**src/rtl/rs_station_param_pkg.sv**
```systemverilog
// Shared types for the reservation station: opcode encodings, default entry
// layout and the occupancy-width helper.
package rs_pkg;

  localparam int RS_DEPTH  = 4;
  localparam int RS_DATA_W = 16;
  localparam int RS_TAG_W  = 3;
  localparam int RS_FUNC_W = 4;

  typedef enum logic [RS_FUNC_W-1:0] {
    FUNC_ADD = 4'b0000,
    FUNC_SUB = 4'b0001,
    FUNC_MUL = 4'b0010,
    FUNC_DIV = 4'b0011,
    FUNC_LD  = 4'b0100,
    FUNC_ST  = 4'b0101,
    FUNC_BEQ = 4'b0110,
    FUNC_BNE = 4'b0111
  } rs_func_e;

  typedef struct packed {
    logic [RS_FUNC_W-1:0] func;
    logic [RS_TAG_W-1:0]  rob;
    logic                 s1_rdy;
    logic [RS_DATA_W-1:0] s1_val;
    logic [RS_TAG_W-1:0]  s1_tag;
    logic                 s2_rdy;
    logic [RS_DATA_W-1:0] s2_val;
    logic [RS_TAG_W-1:0]  s2_tag;
  } rs_entry_t;

  function automatic int occ_w(input int depth);
    return $clog2(depth + 1);
  endfunction

endpackage

```
**src/rtl/rs_station_param_if.sv**
```systemverilog
// Dispatch, CDB and issue signals of one reservation station.
// Handshakes: a transfer happens on a rising edge where valid && ready; valid
// never waits on ready, and the issue side may change its offer while !ready.
interface rs_station_param_if #(
  parameter int DATA_W = 16,
  parameter int TAG_W  = 3,
  parameter int FUNC_W = 4
);
  logic              disp_valid;
  logic              disp_ready;
  logic [FUNC_W-1:0] disp_func;
  logic [TAG_W-1:0]  disp_rob;
  logic              disp_s1_rdy;
  logic [DATA_W-1:0] disp_s1_val;
  logic [TAG_W-1:0]  disp_s1_tag;
  logic              disp_s2_rdy;
  logic [DATA_W-1:0] disp_s2_val;
  logic [TAG_W-1:0]  disp_s2_tag;
  logic              cdb_valid;
  logic [TAG_W-1:0]  cdb_tag;
  logic [DATA_W-1:0] cdb_data;
  logic              iss_valid;
  logic              iss_ready;
  logic [FUNC_W-1:0] iss_func;
  logic [TAG_W-1:0]  iss_rob;
  logic [DATA_W-1:0] iss_a;
  logic [DATA_W-1:0] iss_b;

  modport slave (
    input  disp_valid, disp_func, disp_rob,
    input  disp_s1_rdy, disp_s1_val, disp_s1_tag,
    input  disp_s2_rdy, disp_s2_val, disp_s2_tag,
    input  cdb_valid, cdb_tag, cdb_data, iss_ready,
    output disp_ready, iss_valid, iss_func, iss_rob, iss_a, iss_b
  );

  modport master (
    output disp_valid, disp_func, disp_rob,
    output disp_s1_rdy, disp_s1_val, disp_s1_tag,
    output disp_s2_rdy, disp_s2_val, disp_s2_tag,
    output cdb_valid, cdb_tag, cdb_data, iss_ready,
    input  disp_ready, iss_valid, iss_func, iss_rob, iss_a, iss_b
  );
endinterface

```
**src/rtl/rs_station_param_oldest_ready_sel.sv**
```systemverilog
// Priority picker: lowest set bit of the request vector, as one-hot and index.
module rs_oldest_ready_sel #(
  parameter  int N  = 4,
  localparam int IW = (N > 1) ? $clog2(N) : 1
) (
  input  logic [N-1:0]  i_req,
  output logic [N-1:0]  o_onehot,
  output logic [IW-1:0] o_idx,
  output logic          o_valid
);

  // Scan from the top so the lowest requesting slot is the last one written.
  always_comb begin
    o_onehot = '0;
    o_idx    = '0;
    o_valid  = 1'b0;
    for (int i = N - 1; i >= 0; i--) begin
      if (i_req[i]) begin
        o_onehot    = '0;
        o_onehot[i] = 1'b1;
        o_idx       = IW'(i);
        o_valid     = 1'b1;
      end
    end
  end

endmodule

```
**src/rtl/rs_station_param.sv**
```systemverilog
// Reservation station as a compacting age queue: slot 0 is oldest, CDB snoop
// wakes operands, the oldest fully-ready entry is offered to the unit.
module rs_station_param
  import rs_pkg::*;
#(
  parameter int DEPTH  = RS_DEPTH,
  parameter int DATA_W = RS_DATA_W,
  parameter int TAG_W  = RS_TAG_W,
  parameter int FUNC_W = RS_FUNC_W
) (
  input  logic                       clk1,
  input  logic                       rst_n,
  input  logic                       flush,
  rs_station_param_if.slave          bus,
  output logic [$clog2(DEPTH+1)-1:0] occupancy
);

  localparam int OW = occ_w(DEPTH);
  localparam int IW = $clog2(DEPTH);

  typedef struct packed {
    logic [FUNC_W-1:0] func;
    logic [TAG_W-1:0]  rob;
    logic              s1_rdy;
    logic [DATA_W-1:0] s1_val;
    logic [TAG_W-1:0]  s1_tag;
    logic              s2_rdy;
    logic [DATA_W-1:0] s2_val;
    logic [TAG_W-1:0]  s2_tag;
  } entry_t;

  entry_t [DEPTH-1:0] r_ent;
  entry_t [DEPTH-1:0] w_above;
  entry_t [DEPTH-1:0] w_nxt;
  entry_t             w_disp;
  logic [OW-1:0]      r_occ, w_occ_base, w_occ_nxt;
  logic [DEPTH-1:0]   w_rdy_vec, w_sel_oh;
  logic [IW-1:0]      w_sel_idx;
  logic               w_sel_valid, w_iss_fire, w_disp_fire;
  logic [FUNC_W-1:0]  w_sel_func, r_last_func;
  logic [TAG_W-1:0]   w_sel_rob, r_last_rob;
  logic [DATA_W-1:0]  w_sel_a, w_sel_b, r_last_a, r_last_b;

  function automatic entry_t wake(input entry_t e, input logic cv,
                                  input logic [TAG_W-1:0] ct, input logic [DATA_W-1:0] cd);
    entry_t r;
    r = e;
    if (!e.s1_rdy && cv && (e.s1_tag == ct)) begin
      r.s1_rdy = 1'b1;
      r.s1_val = cd;
    end
    if (!e.s2_rdy && cv && (e.s2_tag == ct)) begin
      r.s2_rdy = 1'b1;
      r.s2_val = cd;
    end
    return r;
  endfunction

  // Readiness comes from stored state only, so a CDB wakeup issues next cycle.
  always_comb begin
    w_rdy_vec = '0;
    for (int i = 0; i < DEPTH; i++) begin
      w_rdy_vec[i] = (OW'(i) < r_occ) && r_ent[i].s1_rdy && r_ent[i].s2_rdy;
    end
  end

  rs_oldest_ready_sel #(.N(DEPTH)) u_sel (
    .i_req    (w_rdy_vec),
    .o_onehot (w_sel_oh),
    .o_idx    (w_sel_idx),
    .o_valid  (w_sel_valid)
  );

  always_comb begin
    w_sel_func = '0;
    w_sel_rob  = '0;
    w_sel_a    = '0;
    w_sel_b    = '0;
    for (int i = 0; i < DEPTH; i++) begin
      if (w_sel_oh[i]) begin
        w_sel_func = w_sel_func | r_ent[i].func;
        w_sel_rob  = w_sel_rob  | r_ent[i].rob;
        w_sel_a    = w_sel_a    | r_ent[i].s1_val;
        w_sel_b    = w_sel_b    | r_ent[i].s2_val;
      end
    end
  end

  assign bus.iss_valid  = w_sel_valid;
  assign bus.iss_func   = w_sel_valid ? w_sel_func : r_last_func;
  assign bus.iss_rob    = w_sel_valid ? w_sel_rob  : r_last_rob;
  assign bus.iss_a      = w_sel_valid ? w_sel_a    : r_last_a;
  assign bus.iss_b      = w_sel_valid ? w_sel_b    : r_last_b;
  assign bus.disp_ready = (r_occ < OW'(DEPTH)) || (w_sel_valid && bus.iss_ready);
  assign occupancy      = r_occ;

  assign w_iss_fire  = w_sel_valid && bus.iss_ready && !flush;
  assign w_disp_fire = bus.disp_valid && bus.disp_ready && !flush;
  assign w_occ_base  = r_occ - OW'(w_iss_fire);
  assign w_occ_nxt   = w_occ_base + OW'(w_disp_fire);
  assign w_above     = r_ent >> $bits(entry_t);

  always_comb begin
    w_disp        = '0;
    w_disp.func   = bus.disp_func;
    w_disp.rob    = bus.disp_rob;
    w_disp.s1_rdy = bus.disp_s1_rdy;
    w_disp.s1_val = bus.disp_s1_val;
    w_disp.s1_tag = bus.disp_s1_tag;
    w_disp.s2_rdy = bus.disp_s2_rdy;
    w_disp.s2_val = bus.disp_s2_val;
    w_disp.s2_tag = bus.disp_s2_tag;
    w_disp        = wake(w_disp, bus.cdb_valid, bus.cdb_tag, bus.cdb_data);
  end

  // Slots at or above the issued one take their upper neighbour; the new op
  // lands just past the surviving entries.
  always_comb begin
    w_nxt = '0;
    for (int i = 0; i < DEPTH; i++) begin
      w_nxt[i] = wake((w_iss_fire && (IW'(i) >= w_sel_idx)) ? w_above[i] : r_ent[i],
                      bus.cdb_valid, bus.cdb_tag, bus.cdb_data);
      if (w_disp_fire && (w_occ_base == OW'(i))) begin
        w_nxt[i] = w_disp;
      end
    end
  end

  always_ff @(posedge clk1 or negedge rst_n) begin
    if (!rst_n) begin
      r_ent       <= '0;
      r_occ       <= '0;
      r_last_func <= '0;
      r_last_rob  <= '0;
      r_last_a    <= '0;
      r_last_b    <= '0;
    end else begin
      if (w_sel_valid) begin
        r_last_func <= w_sel_func;
        r_last_rob  <= w_sel_rob;
        r_last_a    <= w_sel_a;
        r_last_b    <= w_sel_b;
      end
      if (flush) begin
        r_ent <= '0;
        r_occ <= '0;
      end else begin
        r_ent <= w_nxt;
        r_occ <= w_occ_nxt;
      end
    end
  end

endmodule

```
**src/flat_wrapper.sv**
```systemverilog
// flat-port wrapper written by rule: the top's interface ports become plain ports
module rs_station_param_flat import rs_pkg::*;
#(
  parameter int DEPTH  = RS_DEPTH,
  parameter int DATA_W = RS_DATA_W,
  parameter int TAG_W  = RS_TAG_W,
  parameter int FUNC_W = RS_FUNC_W
)
  (clk1, rst_n, flush, occupancy, bus_disp_valid, bus_disp_func, bus_disp_rob, bus_disp_s1_rdy, bus_disp_s1_val, bus_disp_s1_tag, bus_disp_s2_rdy, bus_disp_s2_val, bus_disp_s2_tag, bus_cdb_valid, bus_cdb_tag, bus_cdb_data, bus_iss_ready, bus_disp_ready, bus_iss_valid, bus_iss_func, bus_iss_rob, bus_iss_a, bus_iss_b);
  rs_station_param_if #(.DATA_W(DATA_W), .TAG_W(TAG_W), .FUNC_W(FUNC_W)) bus_i ();
  input  logic clk1;
  input  logic rst_n;
  input  logic flush;
  output logic [$clog2(DEPTH+1)-1:0] occupancy;
  input wire logic [$bits(bus_i.disp_valid)-1:0] bus_disp_valid;
  input wire logic [$bits(bus_i.disp_func)-1:0] bus_disp_func;
  input wire logic [$bits(bus_i.disp_rob)-1:0] bus_disp_rob;
  input wire logic [$bits(bus_i.disp_s1_rdy)-1:0] bus_disp_s1_rdy;
  input wire logic [$bits(bus_i.disp_s1_val)-1:0] bus_disp_s1_val;
  input wire logic [$bits(bus_i.disp_s1_tag)-1:0] bus_disp_s1_tag;
  input wire logic [$bits(bus_i.disp_s2_rdy)-1:0] bus_disp_s2_rdy;
  input wire logic [$bits(bus_i.disp_s2_val)-1:0] bus_disp_s2_val;
  input wire logic [$bits(bus_i.disp_s2_tag)-1:0] bus_disp_s2_tag;
  input wire logic [$bits(bus_i.cdb_valid)-1:0] bus_cdb_valid;
  input wire logic [$bits(bus_i.cdb_tag)-1:0] bus_cdb_tag;
  input wire logic [$bits(bus_i.cdb_data)-1:0] bus_cdb_data;
  input wire logic [$bits(bus_i.iss_ready)-1:0] bus_iss_ready;
  output wire logic [$bits(bus_i.disp_ready)-1:0] bus_disp_ready;
  output wire logic [$bits(bus_i.iss_valid)-1:0] bus_iss_valid;
  output wire logic [$bits(bus_i.iss_func)-1:0] bus_iss_func;
  output wire logic [$bits(bus_i.iss_rob)-1:0] bus_iss_rob;
  output wire logic [$bits(bus_i.iss_a)-1:0] bus_iss_a;
  output wire logic [$bits(bus_i.iss_b)-1:0] bus_iss_b;
  assign bus_i.disp_valid = bus_disp_valid;
  assign bus_i.disp_func = bus_disp_func;
  assign bus_i.disp_rob = bus_disp_rob;
  assign bus_i.disp_s1_rdy = bus_disp_s1_rdy;
  assign bus_i.disp_s1_val = bus_disp_s1_val;
  assign bus_i.disp_s1_tag = bus_disp_s1_tag;
  assign bus_i.disp_s2_rdy = bus_disp_s2_rdy;
  assign bus_i.disp_s2_val = bus_disp_s2_val;
  assign bus_i.disp_s2_tag = bus_disp_s2_tag;
  assign bus_i.cdb_valid = bus_cdb_valid;
  assign bus_i.cdb_tag = bus_cdb_tag;
  assign bus_i.cdb_data = bus_cdb_data;
  assign bus_i.iss_ready = bus_iss_ready;
  assign bus_disp_ready = bus_i.disp_ready;
  assign bus_iss_valid = bus_i.iss_valid;
  assign bus_iss_func = bus_i.iss_func;
  assign bus_iss_rob = bus_i.iss_rob;
  assign bus_iss_a = bus_i.iss_a;
  assign bus_iss_b = bus_i.iss_b;
  rs_station_param #(.DEPTH(DEPTH), .DATA_W(DATA_W), .TAG_W(TAG_W), .FUNC_W(FUNC_W)) u_core (.clk1(clk1), .rst_n(rst_n), .flush(flush), .bus(bus_i), .occupancy(occupancy));
endmodule
```
**config.mk**
```make
export PLATFORM = sky130hd
export DESIGN_NAME = rs_station_param_flat
export DESIGN_NICKNAME = d
export VERILOG_FILES = /design/src/rtl/rs_station_param_pkg.sv /design/src/rtl/rs_station_param_if.sv /design/src/rtl/rs_station_param_oldest_ready_sel.sv /design/src/rtl/rs_station_param.sv /design/src/flat_wrapper.sv
export SDC_FILE = /design/constraint.sdc
export NUM_CORES = 1
export LEC_CHECK = 0
export CAP_MARGIN = 40
export CORE_UTILIZATION = 30
export DETAILED_ROUTE_END_ITERATION = 16
export MAX_ROUTING_LAYER = met4
export SETUP_SLACK_MARGIN = 0.3
export SYNTH_ARGS = -nofsm -noshare
export SYNTH_HDL_FRONTEND = slang
export SYNTH_SLANG_ARGS = --single-unit
```
**constraint.sdc**
```tcl
create_clock -name clk1 -period 7.68 [get_ports clk1]
set_input_delay 1.536 -clock clk1 [delete_from_list [all_inputs] [get_ports clk1]]
set_output_delay 1.536 -clock clk1 [all_outputs]
set_load 0.05 [all_outputs]
```
==> run metrics <==
status complete, no violations; Post-DP Area 15200 µm²; crit end category output pin; commonest non-fill, non-tap cells in the layout 230 x dfrtp_1, 206 x nand2_1, 123 x o21ai_0, 113 x a21oi_1, 113 x clkdlybuf4s50_1; worst-margin pin slew 0.882 ns; post-route ant nets 0; Seq/Total Area, Yosys 0.428; placed cells 2127; Main synth FF type dfrtp_1; proportion of layout cells with a drive suffix above 1 0.0807; CTS buffer count 28; CTS tree built; cts hold-fix bufs 0; WP data arrival 4.20 ns; effective utilization at floorplan 0.304; Hold Fails Final Rpt 0; DP Wirelength 31300 µm; vias 12600; Yosys warnings 0; CTS resizes 0; Critical Path RT 6.14 ns; drt wl/cell 22.6 µm; P_leak 7.13 nW; number of port buffers 115; Post-Synthesis Cells 1533; clock sinks 230; drt initial violations 1193; postcts setup bufs 0; CP Max Fanout 55; Max Fclk 0.174 GHz; non-filler cells, final 2179; Clk pin slew, worst setup/hold paths 0.06 ns; vias in the first global route 12700; clock root buffer master clkbuf_16; total track usage 0.223; Worst slew margin 0.412; Critical Path Start Type flop; Setup Skew 0.0133 ns; Setup Viol. Count Final 0; gpl congestion 0.925; total wire length 49200 µm; Die Wd 214 µm; CP Class flop to output pin; power per cell area 234 nW/µm²; initial antenna violation count 0; nets 1641; Ant. Diodes 0; Final period util 0.747; H-Tree Depth 1; post-synthesis cell area 13400 µm²; Syn-to-layout area delta 20.7%; post-layout util 0.367; DIE AREA 45700 µm²; Die H 214 µm; # DRC 0; class of the worst hold path flop to flop; num ports 116; worst hold slack 0.486 ns; Mapped Avg Cell Area 8.77 µm²; drt pass-1 iters 8; VDD IR max 0.000190 V; syn nets 1609; Post-synth EDFFs 0; Final Max Slew Viols 0; max_cap viols 0; #FFs+latches synth 230; first-pass GRT wire length 76700 µm; placement row count 77; Synth cell types 63; largest net degree at the start of global routing 94; most common cell after layout, fill and taps aside dfrtp_1; worst-skew pair later-pin latency 0.55 ns; core box area 44200 µm²; Vias per Instance 5.80; setup_tns 0 ns; asr flop ratio synth 1.00; post-route cell area 16200 µm²; RSZ-0062 raised after global routing false; total gr overflow 0; Final min period 5.74 ns; Clock Tree Buf Depth 3
[final cells by class]
type                            count  area [µm²]
Inverter                           27         101
Clock buffer                       43         888
Timing Repair Buffer              163        1610
Tap cell                          592         741
Sequential cell                   230        5760
Fill cell                        4434       28000
Multi-Input combinational cell   1115        7020
Clock inverter                      9         124
[synthesized netlist by cell type (2+ instances only)]
cell	instances	area [µm²]
buf_1	19	71.3
o22ai_1	5	31.3
nor3_1	8	40.0
or2_2	2	12.5
a22o_1	56	490
buf_4	4	30.0
a31oi_1	18	113
nor2_1	114	428
o211a_1	3	30.0
o32a_1	2	20.0
or3_1	2	12.5
xor2_1	6	52.6
xnor2_1	11	96.3
o21ai_0	125	626
nand2_1	206	773
o2111ai_1	3	26.3
or4_1	3	22.5
a21oi_1	114	571
a311oi_1	17	149
ha_1	4	50.1
and2_1	6	37.5
a221o_1	79	791
a211oi_1	24	180
buf_2	22	110
clkbuf_1	116	435
o32ai_1	2	17.5
a32o_1	15	150
nor3b_2	2	25.0
nor2b_1	7	43.8
and3_1	3	18.8
o2bb2ai_1	2	17.5
nand2b_1	8	50.1
a21boi_0	16	120
nor4_2	6	75.1
inv_1	25	93.8
dfrtp_1	230	5760
o211ai_1	36	270
nor3b_1	23	173
nand3_1	88	440
mux2i_1	77	771
nand2_2	2	12.5
[report_power, final]
| part | total, mW | leakage, nW | internal, mW | switching (mW) |
|---|---|---|---|---|
| clock | 1.43 | 0.506 | 0.892 | 0.543 |
| combinational | 0.968 | 3.49 | 0.314 | 0.654 |
| sequential | 1.40 | 3.14 | 1.34 | 0.0625 |
| total | 3.81 | 7.13 | 2.55 | 1.26 |
[per-layer routing]
layer | GRT usage | up-vias | share of wire
met2 | 0.353 | 564 | 0.46
met4 | 0.0714 | 0 | 0.028
met1 | 0.291 | 6271 | 0.43
met5 | - | - | 0
li1 | - | 5710 | -
met3 | 0.0362 | 92 | 0.073
[metrics by stage]
stage	power [mW]	worst slack, ns
2_1_floorplan	2.01	2.96
3_3_place_gp	2.37	1.57
3_5_place_dp	2.39	1.39
4_1_cts	3.83	1.96
5_1_grt	3.95	1.52
6_report	3.81	1.94
[flip-flops by register name (all words and copies together) (netlist names)]
register            flops
u_core.r_last_func      4
u_core.r_ent          188
u_core.r_last_rob       3
u_core.r_last_b        16
u_core.occupancy        3
u_core.r_last_a        16
[cell families (layout without fill, tap and decap cells)]
logic type               count (synthesis)  after routing  share of synthesized area
AO/OA/AOI/OAI                          533            533                      0.280
adder cells (fa/ha/maj)                  4              4                    0.00372
multiplexers                            77             77                     0.0573
XOR/XNOR                                17             17                     0.0111
flip-flops                             230            230                      0.428
AND/OR/NAND/NOR                        484            484                      0.164
buffers and inverters                  188            242                     0.0556
[worst max-delay path, stage by stage, from the launching register on]
cell	delay (ns)
dfrtp_1	0.59
o311ai_4	0.37
buf_4	0.54
o211ai_1	0.28
buf_4	0.33
o21ai_0	0.60
clkdlybuf4s50_1	0.93
[path summary, 6_finish.rpt]
path	from	endpoint	slack (ns)	cells past startpoint
setup / recovery	u_core.occupancy[2]$_DFF_PN0_	bus_iss_a[1]	1.94	6
hold / removal	u_core.r_ent[9]$_DFFE_PN0P_	u_core.r_ent[9]$_DFFE_PN0P_	0.49	1
setup reg to reg	u_core.occupancy[2]$_DFF_PN0_	u_core.r_ent[129]$_DFFE_PN0P_	2.30	13
hold reg to reg	u_core.r_ent[9]$_DFFE_PN0P_	u_core.r_ent[9]$_DFFE_PN0P_	0.49	1
max in group asynchronous	rst_n	u_core.r_ent[85]$_DFFE_PN0P_	5.41	3
min in group asynchronous	rst_n	u_core.r_ent[46]$_DFFE_PN0P_	1.02	1
(Power assumes the default switching activity.)
